File: src/rtl/uart_pkg.sv
// UART shared definitions: frame levels, data width and FSM state encoding.
// Used by both the transmitter and the receiver.
package uart_pkg;

  localparam int   UART_DATA_W    = 8;
  localparam logic UART_STOP_LVL  = 1'b1;
  localparam logic UART_START_LVL = 1'b0;

  typedef enum logic [2:0] {
    IDLE   = 3'd0,
    START  = 3'd1,
    DATA   = 3'd2,
    PARITY = 3'd3,
    STOP   = 3'd4
  } uart_state_e;

endpackage

File: src/rtl/uart_baud_tick.sv
// Bit-time generator: tick pulses for one clk every DIV clks after clr.
// The counter restarts on clr so a frame's first bit is never shortened.
module uart_baud_tick #(
  parameter int DIV = 4
) (
  input  logic clk,
  input  logic rst,
  input  logic clr,
  output logic tick
);

  localparam int CW = (DIV > 2) ? $clog2(DIV) : 1;

  logic [CW-1:0] r_cnt;

  assign tick = (r_cnt == CW'(DIV - 1));

  always_ff @(posedge clk or negedge rst) begin
    if (!rst) begin
      r_cnt <= '0;
    end else if (clr || tick) begin
      r_cnt <= '0;
    end else begin
      r_cnt <= r_cnt + CW'(1);
    end
  end

endmodule

File: src/rtl/uart_transmitter.sv
// UART transmitter: start, 8 data bits LSB-first, optional even parity, stop.
// Define UART_TX_PARITY_EN to insert the parity bit (11-bit frame).
module uart_transmitter
  import uart_pkg::*;
#(
  parameter int CLK_FREQ = 100_000_000,
  parameter int BAUD     = 9_600
) (
  input  logic                   clk,
  input  logic                   rst,
  input  logic [UART_DATA_W-1:0] di,
  input  logic                   start,
  output logic                   tx,
  output logic                   busy,
  output logic                   done
);

  localparam int DIV = CLK_FREQ / BAUD;

  if (DIV < 2) begin : g_div_chk
    $error("uart_transmitter: CLK_FREQ/BAUD must be >= 2");
  end

  uart_state_e            r_state;
  uart_state_e            w_state_nxt;
  logic [UART_DATA_W-1:0] r_shift;
  logic [UART_DATA_W-1:0] w_shift_nxt;
  logic [2:0]             r_idx;
  logic                   w_tick;
  logic                   w_accept;
  logic                   w_tx_nxt;
  logic                   w_busy_nxt;
  logic                   w_done_nxt;
  logic                   r_tx;
  logic                   r_busy;
  logic                   r_done;
`ifdef UART_TX_PARITY_EN
  logic                   r_par;
`endif

  assign w_accept = (r_state == IDLE) && start;

  uart_baud_tick #(
    .DIV (DIV)
  ) u_baud (
    .clk  (clk),
    .rst  (rst),
    .clr  (w_accept),
    .tick (w_tick)
  );

  always_ff @(posedge clk or negedge rst) begin
    if (!rst) begin
      r_state <= IDLE;
    end else begin
      r_state <= w_state_nxt;
    end
  end

  always_comb begin
    w_state_nxt = r_state;
    case (r_state)
      IDLE:  if (start)  w_state_nxt = START;
      START: if (w_tick) w_state_nxt = DATA;
      DATA: begin
        if (w_tick && r_idx == 3'd7) begin
`ifdef UART_TX_PARITY_EN
          w_state_nxt = PARITY;
`else
          w_state_nxt = STOP;
`endif
        end
      end
`ifdef UART_TX_PARITY_EN
      PARITY: if (w_tick) w_state_nxt = STOP;
`endif
      STOP:  if (w_tick) w_state_nxt = IDLE;
      default: w_state_nxt = IDLE;
    endcase
  end

  always_comb begin
    w_shift_nxt = r_shift;
    if (w_accept) begin
      w_shift_nxt = di;
    end else if (r_state == DATA && w_tick) begin
      w_shift_nxt = r_shift >> 1;
    end
  end

  always_ff @(posedge clk or negedge rst) begin
    if (!rst) begin
      r_shift <= '0;
      r_idx   <= '0;
    end else begin
      r_shift <= w_shift_nxt;
      if (w_accept) begin
        r_idx <= '0;
      end else if (r_state == DATA && w_tick) begin
        r_idx <= r_idx + 3'd1;
      end
    end
  end

`ifdef UART_TX_PARITY_EN
  always_ff @(posedge clk or negedge rst) begin
    if (!rst) begin
      r_par <= 1'b0;
    end else if (w_accept) begin
      r_par <= ^di;
    end
  end
`endif

  // Outputs are decoded from the next state so they change on the same edge.
  always_comb begin
    w_busy_nxt = (w_state_nxt != IDLE);
    w_done_nxt = (r_state == STOP) && w_tick;
    case (w_state_nxt)
      START:   w_tx_nxt = UART_START_LVL;
      DATA:    w_tx_nxt = w_shift_nxt[0];
`ifdef UART_TX_PARITY_EN
      PARITY:  w_tx_nxt = r_par;
`endif
      default: w_tx_nxt = UART_STOP_LVL;
    endcase
  end

  always_ff @(posedge clk or negedge rst) begin
    if (!rst) begin
      r_tx   <= UART_STOP_LVL;
      r_busy <= 1'b0;
      r_done <= 1'b0;
    end else begin
      r_tx   <= w_tx_nxt;
      r_busy <= w_busy_nxt;
      r_done <= w_done_nxt;
    end
  end

  assign tx   = r_tx;
  assign busy = r_busy;
  assign done = r_done;

endmodule

File: config.mk
export PLATFORM = sky130hd
export DESIGN_NAME = uart_transmitter
export DESIGN_NICKNAME = d
export VERILOG_FILES = /design/src/rtl/uart_pkg.sv /design/src/rtl/uart_baud_tick.sv /design/src/rtl/uart_transmitter.sv
export SDC_FILE = /design/constraint.sdc
export NUM_CORES = 1
export LEC_CHECK = 0
export CAP_MARGIN = 20
export CORE_UTILIZATION = 60
export CTS_CLUSTER_DIAMETER = 50
export DETAILED_ROUTE_END_ITERATION = 16
export GPL_TIMING_DRIVEN = 0
export HOLD_SLACK_MARGIN = 0.12
export PLACE_DENSITY = 0.83
export SYNTH_ARGS = -nofsm -noshare
export SYNTH_HDL_FRONTEND = slang
export SYNTH_HIERARCHICAL = 1
export SYNTH_SLANG_ARGS = --single-unit
File: constraint.sdc
create_clock -name clk -period 5.3 [get_ports clk]
set_input_delay 1.325 -clock clk [delete_from_list [all_inputs] [get_ports clk]]
set_output_delay 1.325 -clock clk [all_outputs]
set_load 0.01 [all_outputs]
## Word level (Yosys, flattened, before mapping)

Cells that the tools add are included.

- Div/mod/pow operators: 0
- Multiplexer cells: 11
- $lt $le $gt $ge: 0
- Multiply operators: 0
- Add/sub/neg operators: 2
- Reductions and logical operators: 8
- Shift-type cells: 0
- Bitwise logic cells: 0
- Eq/ne operators: 7

Operator list:

| operator | number |
|---|---|
| two-way mux 3 bit | 6 |
| two-way mux 8 bit | 2 |
| adder 14 x 1 -> 14 bit (second input constant) | 1 |
| equality test 14 bit (second input constant) | 1 |
| two-way mux 14 bit | 1 |
| one-hot mux 3 bit (4 select lines) | 1 |
| equality test 3 x 1 -> 1 bit (second input constant) | 2 |
| equality test 3 x 2 -> 1 bit (second input constant) | 2 |
| equality test 3 bit (second input constant) | 2 |
| logical AND 1 bit | 4 |
| adder 3 x 1 -> 3 bit (second input constant) | 1 |
| logical NOT 3 bit | 1 |
| nonzero test 3 bit | 1 |
| one-hot mux 1 bit (2 select lines) | 1 |
| nonzero test 2 bit | 1 |
| logical OR 1 bit | 1 |

- Bits in registers: 31
- Memories: 0
- Bits in latches: 0
- ROM bits: 0
- Output and inout port bits: 3
- Word-level logic and storage cells: 36
- Memory bits (writable): 0

## Longest topological paths before layout

Gate-level depths: netlist of the first run.

- Depth in word-level cells: 6
- Mapped depth: 8
- Mapped depth without buffers: 7

## Cells and area by module

Netlist of the first run, hierarchy kept.

By module, submodules not included:

| module | cells an instance | area each (um^2) | instances |
|---|---|---|---|
| uart_transmitter | 70 | 760.7 | 1 |
| uart_baud_tick | 70 | 729.4 | 1 |

## Worst setup path before layout of the first run

Ideal clock, no wire load.

- Kind: in2reg
- From: input port start
- To: register u_baud.r_cnt[10]
- Library setup time: 119 ps
- Stages: 7
- Data arrival time: 2352 ps
- Path buffers: 3
- Data required time: 5181 ps
- Path slack: 2830 ps
- Cells stage by stage: or4b_4 > buf_6 > clkinv_2 > or2_0 > buf_4 > buf_12 > nor2_1

- Longest elaborated chain between the ends: 3

Ends and longest elaborated chain:

| what | line | text |
|---|---|---|
| start: declaration | uart_transmitter.sv:12 | `input logic start,` |
| logical AND 1 bit | uart_transmitter.sv:41 | `assign w_accept = (r_state == IDLE) && start;` |
| named net w_accept | uart_transmitter.sv:30 | `logic w_accept;` |
| logical OR 1 bit | uart_baud_tick.sv:21 | `end else if (clr \|\| tick) begin` |
| two-way mux 14 bit | uart_baud_tick.sv:21 |  |
| end signal: assignment | uart_baud_tick.sv:24 | `r_cnt <= r_cnt + CW'(1);` |
| end: declaration | uart_baud_tick.sv:14 | `logic [CW-1:0] r_cnt;` |

The timed path passes the listed nets, and every way through them passes these cells.
A chain may end at the register's enable or synchronous reset.

## Worst setup path in the final report of the first run

- From: register r_tx (netlist: tx)
- To: output port tx

RTL lines:

| what | line | text |
|---|---|---|
| start: declaration | uart_transmitter.sv:34 | `logic r_tx;` |
| start signal: assignment | uart_transmitter.sv:135 | `r_tx <= w_tx_nxt;` |
| end: declaration | uart_transmitter.sv:13 | `output logic tx,` |

No word-level cell between the ends.

==> impl_summary.md, run 1 <==
Finish
The count of non-filler cells in the finished layout is 190. At the end of the flow, the number of nets in the layout was ~180. In the final layout, flip-flops and latches occupy a little under 800 um^2. The filler cells instantiated in the layout total between 150 and 200. The proportion of layout cells with a drive suffix above 1 is 0.167.

The area added between synthesis and finish is 16.5%. The core utilization of the finished layout is 0.763. The number of antenna diodes in the final layout is 0.

The total area of multi-input combinational cells is about 630 um^2.

CTS
TritonCTS created 5 clock buffers. The clock net sink count is 31. Clock-pin slew was measured on the worst setup and hold paths at 0.10 ns. The clock root buffer is sky130_fd_sc_hd__clkbuf_4. The number of buffers between clock root and the deepest sink is 2. After clock tree synthesis, the setup repair step added 0 buffers. The insertion delay of the later-clocked pin in the worst-skew pair is between 0.3 and 0.4 ns.

The post-cts repair resize count is 0. The count of hold buffers inserted by post-cts repair is 0. The TritonCTS clock tree is yes. The number of levels in the clock H-tree is 2.

Pwr
The leakage power summed over all cells is ~0.00075 uW. The switching power of the nets is around 190 uW. Of the total power, the clock network draws 0.236. Dividing total power by cell area gives a power density of 328 mW/mm^2. The share of total power consumed by net switching is 0.325. The combinational cell fraction of total power is 0.178. The design internal power is between 300 and 400 uW. The maximum vdd ir drop is ~0.3 mV.

The sequential power share is 0.586.

Floorplanning
For this design the top-level I/O count stands at 14. The core region is between 0.002 and 0.0025 mm^2. The die height is between 50 and 60 um.

For this configuration, the core starts out at a cell density of 0.655. The initialized floorplan defines 17 standard-cell rows. The die boundary width is 51.8 um. The die area is 0.00269 mm^2.

Worst setup path
Walking the worst path, the cells encountered are clkdlybuf4s50_1. The kind of cell adding the most delay to the critical path is flip-flops. The maximum fanout along the worst path is 1. The worst setup path is captured at an output port.

The largest single stage delay on the critical path is 0.52 ns. The critical path buffer and inverter count is 1. Among all stages on the critical path, the largest delay is contributed by sky130_fd_sc_hd__dfstp_2.

The setup path with the least slack is of type reg -> out. The critical path arrival is about 1.4 ns. The critical path starts at tx$_DFF_PN1_. In this run the critical register-to-register path is launched from u_baud/r_cnt[9]$_DFF_PN0_.

STA classifies the critical path startpoint as a flop. The required time at the endpoint of the critical path is 3.97 ns.

Yosys
The post-synthesis share of cell area spent on and, or, nand and nor gates is 0.242. Summed over all instances, the cell type with the most area after synthesis is sky130_fd_sc_hd__dfrtp_1. The cell count after synthesis is between 100 and 150. By area, the combinational part of the netlist is dominated by simple AND/OR/NAND/NOR gates. The post-synthesis compound-gate area fraction is 0.0730. The commonest cells after synthesis are sky130_fd_sc_hd__dfrtp_1, sky130_fd_sc_hd__nor2_1, sky130_fd_sc_hd__nand2_1. The mux cell area share after synthesis is 0.00672.

The xor/xnor share of the synthesized area is 0.0705. For this run, the register share of the synthesized area comes to 0.521. Of the post-synthesis cell area, the dominant cell type holds 0.504. The average instance in the mapped netlist occupies roughly 11 um^2. The proportion of synthesized flip-flops having asynchronous set or reset is 1.00. When the netlist entered floorplanning its net count stood at 155. Among all cell types in the netlist, the one instantiated most often is sky130_fd_sc_hd__dfrtp_1. Of the total synthesized cell area, the portion taken by full adders, half adders and majority gates is 0.0336. Counting flops with a built-in enable in the synthesized netlist gives 0. The distinct cell type count after synthesis is 38. For this run, the leading register cell type out of synthesis is sky130_fd_sc_hd__dfrtp_1.

Synthesis inferred 31 register bits. During synthesis, Yosys emitted a total of 6 warnings. After synthesis the cells add up to 0.00149 mm^2. After synthesis, the cell types taking the most area are sky130_fd_sc_hd__dfrtp_1, sky130_fd_sc_hd__nor2_1, sky130_fd_sc_hd__xor2_1.

Placement
Timing analysis after detailed placement gives a worst setup slack of approximately 2.2 ns. Input and output buffers added on the ports amount to 13. The congestion estimate from routability-driven global placement came to around 0.86. The final HPWL from detailed placement is between 1.5 and 2 mm. Once placement completed, the tool counted placed cells totaling roughly 180.

STA
Setup repair after global routing left no endpoint under its margin. The worst hold-check slack is 0.478 ns. The aggregate negative setup slack is 0 ns. The worst path needs roughly 2.7 ns of the cycle, external delays included. The transition at the pin with the smallest max-transition slack is a little over 0.7 ns. The number of hold-slack violations in the final timing report was 0. The maximum clock skew at final layout is about 0.0085 ns. The worst pin sits at a relative slew slack of 0.523. The final setup violation count is 0.

The number of pins with negative max-slew slack in the final report came to 0. Setup slack on the critical path of the routed design comes to 2.60 ns. For this run, the top clock speed supported by timing is around 370 MHz.

Dividing the final minimum period by the clock period gives 0.510.

Flow run
Max-cap violations in this run came to 0.

Route
The detailed router placed about 1100 vias in this run. The detailed router's first-iteration violation count is 40. For this block, the routed nets add up to ~2.6 mm of wire.

The detailed-route wire length per cell is between 10 and 15 um. Dividing the detail-routed via count by the number of cells gives between 5 and 6. The number of design rule violations left after detail routing is 0. The number of nets with antenna violations after detailed routing is 0. The iteration count of the initial detailed-routing pass is 4.

Global route
The number of antenna violations at the first check in global routing is 0. The total global-route track usage is 0.242. Entering global routing, the biggest net connects 19 pins. The overflow left after global routing is 0. The first-pass GRT wire length is 4.60 mm.

The number of global-route vias before repair is between 1000 and 1500.

Hold path
The tightest min-delay check is of the reg -> reg type. The startpoint identified for the worst hold timing path is r_shift[5]$_DFFE_PN0P_.

Outcome
The run finished with clean final reports.
-- layer usage --
metal | share of wire | track usage
met5 | 0 | 0
met4 | 0.012 | 0.104
met3 | 0.041 | 0.0789
met2 | 0.47 | 0.368
met1 | 0.47 | 0.315
-- worst min-delay path, stage by stage (launching register included) --
cell and delay (ns):
sky130_fd_sc_hd__dfrtp_1 0.36, sky130_fd_sc_hd__nand2_1 0.05, sky130_fd_sc_hd__nand2_1 0.05
-- metrics by stage --
step           instance area [um^2]  total power [uW]
2_1_floorplan                  1490               399
3_3_place_gp                   1660               427
3_5_place_dp                   1680               439
4_1_cts                        1740               574
5_1_grt                        1740               604
6_report                       1740               570
-- path summary, 6_finish.rpt --
kind | cells past startpoint | to | slack [ns]
max in group asynchronous | 2 | tx$_DFF_PN1_ | 3.28
hold reg to reg | 2 | r_shift[5]$_DFFE_PN0P_ | 0.48
setup / recovery | 1 | tx | 2.60
min in group asynchronous | 1 | u_baud/r_cnt[0]$_DFF_PN0_ | 1.41
hold / removal | 2 | r_shift[5]$_DFFE_PN0P_ | 0.48
setup reg to reg | 7 | tx$_DFF_PN1_ | 2.83
-- state kept, by name, summed over array words and instances, names as in the netlist --
signal,cells
u_baud/r_cnt,14
r_shift,8
r_idx,3
r_state,3
busy,1
done,1
tx,1
-- placed cells by master (no fill, tap or decap), types with 2 or more instances in the layout --
cell type	Yosys	layout
sky130_fd_sc_hd__a22oi_1	2	2
sky130_fd_sc_hd__xnor2_1	5	5
sky130_fd_sc_hd__clkdlybuf4s50_1	0	13
sky130_fd_sc_hd__a22o_1	3	3
sky130_fd_sc_hd__nor2_2	5	5
sky130_fd_sc_hd__nor3_1	4	4
sky130_fd_sc_hd__inv_1	4	4
sky130_fd_sc_hd__nor2_1	22	22
sky130_fd_sc_hd__or4b_1	2	2
sky130_fd_sc_hd__ha_1	4	4
sky130_fd_sc_hd__dfrtp_1	30	30
sky130_fd_sc_hd__clkbuf_1	1	2
sky130_fd_sc_hd__nand2_1	11	11
sky130_fd_sc_hd__nand4_1	4	4
sky130_fd_sc_hd__xor2_1	7	7
sky130_fd_sc_hd__o22ai_1	4	4
sky130_fd_sc_hd__buf_6	2	2
sky130_fd_sc_hd__clkinv_2	1	2
sky130_fd_sc_hd__a21oi_1	5	5
sky130_fd_sc_hd__and4_1	2	2
sky130_fd_sc_hd__nand3_1	4	4
sky130_fd_sc_hd__clkbuf_4	0	5
-- layout make-up --
type                       instances  area share
multi-input combinational         98       0.365
buffer                             6      0.0339
sequential                        31       0.447
tap                               28      0.0202
timing repair buffer              14      0.0908
clock inverter                     2     0.00720
inverter                           5      0.0115
clock buffer                       6      0.0238
-- power groups by stage --
stage / Combinational, uW / Clock (uW) / Sequential [uW]
floorplan: 73.6 / 0 / 325
finish: 102 / 134 / 334
global route: 115 / 146 / 342
detailed placement: 102 / 0 / 337
CTS: 103 / 138 / 333
global placement: 92.8 / 0 / 334
-- cell families after synthesis --
group                    Yosys count
AO/OA/AOI/OAI                     16
XOR/XNOR                          12
adder cells (fa/ha/maj)            4
buffers and inverters             11
flip-flops                        31
multiplexers                       1
AND/OR/NAND/NOR                   65
Power figures use the tool's default switching activity.
==> run 2: changes to the inputs <==
--- a/config.mk
+++ b/config.mk
@@ -6,12 +6,12 @@
 export NUM_CORES = 1
 export LEC_CHECK = 0
 export CAP_MARGIN = 20
-export CORE_UTILIZATION = 60
+export CORE_UTILIZATION = 50
 export CTS_CLUSTER_DIAMETER = 50
 export DETAILED_ROUTE_END_ITERATION = 16
 export GPL_TIMING_DRIVEN = 0
 export HOLD_SLACK_MARGIN = 0.12
-export PLACE_DENSITY = 0.83
+export PLACE_DENSITY = 0.74
 export SYNTH_ARGS = -nofsm -noshare
 export SYNTH_HDL_FRONTEND = slang
 export SYNTH_HIERARCHICAL = 1
==> constraint.sdc (replaced) <==
create_clock -name clk -period 2.35 [get_ports clk]
set_input_delay 0.5875 -clock clk [delete_from_list [all_inputs] [get_ports clk]]
set_output_delay 0.5875 -clock clk [all_outputs]
set_load 0.01 [all_outputs]
==> run 2 against run 1 <==
Compared with the run above:
- clock-buffer cell count increased by 2
- sequential power up 130%
- sequential cell count unchanged
- non-clock buffer count unchanged
- clock skew grew 0.0039 ns
==> impl_summary.md, run 2 (synthesized netlist as in run 1, its figures left out) <==
Worst setup path
The delay of the slowest cell on the worst path is 0.53 ns (about the same). The start-to-end type of the worst setup path is reg -> reg. The worst setup path is launched from a flop.

The critical path arrival is 2.43 ns (+1.05 ns). Among cell families on the critical path, the largest total delay comes from simple AND/OR/NAND/NOR gates. The worst setup path is captured at a flop. Among all stages on the critical path, the largest delay is contributed by sky130_fd_sc_hd__or4b_1. The critical path buffer and inverter count is 2 (+1).

The required time at the endpoint of the critical path is 2.56 ns (-1.41 ns). Walking the worst path, the cells encountered are or4b_1 > nor4_2 > buf_4 > inv_1 > mux2i_1 > nor3_1 > or3_1. The maximum fanout along the worst path came to 8 (+7).

Route
The total vias in the final route came to 1051 (-0.095%). The detailed router's first-iteration violation count is 25 (-38%). The detailed-route wire length per cell is 13.3 um (-2.7%). The number of nets with antenna violations after detailed routing is 0 (unchanged). The detailed-route vias per instance is 5.45 (-1.6%).

The total wirelength of the detailed-routed design was 2.57 mm (-1.2%). The number of design rule violations left after detail routing is 0 (unchanged). The iteration count of the initial detailed-routing pass is 4 (unchanged).

CTS
The number of buffers inserted during clock tree synthesis is 5 (unchanged). The post-CTS setup repair buffer count was 0 (unchanged). The insertion delay of the later-clocked pin in the worst-skew pair is 0.33 ns (about the same). The root buffer cell chosen for the clock tree is sky130_fd_sc_hd__clkbuf_4. The number of levels in the clock H-tree is 2 (unchanged).

The number of buffers between clock root and the deepest sink is 2 (unchanged). The clock net sink count is 31 (unchanged). The TritonCTS clock tree is yes.

The CTS clock-pin slew for the worst setup and hold paths is 0.10 ns (about the same).

Floorplanning
The die area is 0.00320 mm^2 (+19%). The die height is 56.6 um (+9.2%). The die boundary width is 56.6 um (+9.2%).

The core footprint was 0.00278 mm^2 (+22%). The number of placed I/O pins is 14 (unchanged). The initial cell density of the core is 0.536 (-0.119). The row count is 19 (+2).

Finish
The total area of multi-input combinational cells is 639 um^2 (+0.79%). The total inserted antenna cells is 0 (unchanged). The proportion of layout cells with a drive suffix above 1 was 0.179 (+0.0123). The flip-flop count of the largest register, all copies and words added was 14 (unchanged). The largest registers in the layout are u_baud/r_cnt: 14 flops, r_shift: 8 flops. Ranked by flip-flop count, first place goes to u_baud/r_cnt. The sequential cell area is 777 um^2 (unchanged). Leaving out fill and tap cells, the most frequent cell in the layout is sky130_fd_sc_hd__dfrtp_1. The total of fill cells in the finished design came to 231 (+50%). The cell area after layout is 0.00176 mm^2 (+1.6%).

In the layout the commonest cells are sky130_fd_sc_hd__dfrtp_1, sky130_fd_sc_hd__nor2_1, sky130_fd_sc_hd__clkdlybuf4s50_1, sky130_fd_sc_hd__nand2_1, sky130_fd_sc_hd__xor2_1. The area added between synthesis and finish is 18.4%. The number of nets at the end of the flow is 176 (unchanged).

STA
The maximum clock frequency is around 450 MHz. The maximum clock skew at final layout was 0.0124 ns (+0.00389 ns). The final setup slack of the worst path came to 0.131 ns (-2.47 ns). For the finished layout, the period the worst path requires is ~2.2 ns. In the finished design, the share of the clock period the worst path needs comes to 0.944.

The number of hold-slack violations in the final timing report is 0 (unchanged). The final setup violation count is 0 (unchanged). The number of pins with negative max-slew slack in the final report was 0 (unchanged). The normalized max-slew margin is 0.526 (+0.00255).

The transition at the pin with the smallest max-transition slack is 0.709 ns (-0.00381 ns).

Placement
The post-placement cell area is 0.00169 mm^2 (+0.22%). The final HPWL from detailed placement was 1.90 mm (+0.51%). The number of port buffers is 13 (unchanged).

The final weighted congestion in routability-driven placement is 0.830 (-3.3%). The pre-CTS setup slack is -0.0128 ns (-2.26 ns).

Global route
The pin count of the biggest net entering global routing is 19 (unchanged). The number of antenna violations at the first check in global routing is 0 (unchanged). The first-pass GRT wire length is 4.52 mm (-1.7%).

The overflow left after global routing is 0 (unchanged). The number of global-route vias before repair is 1037 (+0.097%). The total global-route track usage is 0.191 (-0.0509).

Outcome
The flow ran to the end, and the final reports show no timing, DRC or antenna violations.

Pwr
The power density over the cells is 753 mW/mm^2 (+130%). The combinational cell fraction of total power is 0.171 (-0.007). The design internal power is 928 uW (+140%).

The switching power of the nets came to 401 uW (+120%). The share of total power consumed by net switching is 0.302 (-0.0237). The leakage power summed over all cells is 0.000763 uW (+1.8%). The maximum vdd ir drop is 0.628 mV (+110%). The sequential power share is 0.566 (-0.020). The clock group share of total power is 0.263 (+0.027).

Hold path
The class of the worst hold path is reg -> reg.

Flow run
The number of max-cap violations is 0 (unchanged).
## run 2: cell count changes in the layout (fill, tap and decap cells not counted)
cell and change:
sky130_fd_sc_hd__clkbuf_8 +2, sky130_fd_sc_hd__buf_4 +1, sky130_fd_sc_hd__clkbuf_1 -1, sky130_fd_sc_hd__nand4bb_1 -1
sky130_fd_sc_hd__clkinv_2 -1, sky130_fd_sc_hd__nand4bb_2 +1, sky130_fd_sc_hd__clkinvlp_4 -1
## run 2: stage by stage
stage	cells	TNS, ns	total power [uW]	util	hold WS (ns)
finish	193	0	1330	0.634	0.482
global route	193	-0.0149	1410	0.634	0.502
CTS	193	0	1340	0.632	0.487
detailed placement	185	-0.0257	987	0.606	0.468
global placement	184	-0.0706	962	0.596	0.451
floorplan	140	0	899	-	0.292
## run 2: layout make-up
type                    instances  area share
multi-input cells              98       0.362
inverters                       5      0.0113
plain buffers                   6      0.0355
clock buffers                   8      0.0390
flip-flops and latches         31       0.440
repair buffers                 14      0.0894
well taps                      31      0.0220
## run 2: repair_timing
action	4_1_cts	5_1_grt
resized for setup	1	3
hold buffers	0	0
endpoints found under the setup margin	4	8
pin swaps	0	0
## run 2: layer usage
layer  global-route usage  share of wire  vias to the layer above
met5                    0              0                        -
met3               0.0484          0.033                        8
met2                0.324           0.50                       17
met1                0.213           0.45                      495
met4                0.115          0.026                        0
li1                     -              -                      531
## run 2: worst reg2reg max path: stages, from the launching register on
cell and delay [ns]:
sky130_fd_sc_hd__dfrtp_1 0.44, sky130_fd_sc_hd__or4b_1 0.53, sky130_fd_sc_hd__nor4_2 0.31, sky130_fd_sc_hd__buf_4 0.21
sky130_fd_sc_hd__inv_1 0.04, sky130_fd_sc_hd__mux2i_1 0.13, sky130_fd_sc_hd__nor3_1 0.09, sky130_fd_sc_hd__or3_1 0.36
## run 2: final timing paths
| check | startpoint | slack (ns) | cells after the start | endpoint |
|---|---|---|---|---|
| min reg2reg | r_idx[0]$_DFFE_PN0P_ | 0.48 | 1 | r_idx[0]$_DFFE_PN0P_ |
| max in group asynchronous | rst | 1.14 | 2 | u_baud/r_cnt[3]$_DFF_PN0_ |
| max | u_baud/r_cnt[9]$_DFF_PN0_ | 0.13 | 7 | busy$_DFF_PN0_ |
| max reg2reg | u_baud/r_cnt[9]$_DFF_PN0_ | 0.13 | 7 | busy$_DFF_PN0_ |
| min in group asynchronous | rst | 0.67 | 1 | r_shift[2]$_DFFE_PN0P_ |
| min | r_idx[0]$_DFFE_PN0P_ | 0.48 | 1 | r_idx[0]$_DFFE_PN0P_ |
## run 2: power by group through the flow
stage	registers, uW	clock network, uW	logic [uW]
after floorplan	733	0	166
after global placement	752	0	210
after detailed placement	758	0	229
after CTS	749	364	231
after global routing	771	381	256
final	752	350	227
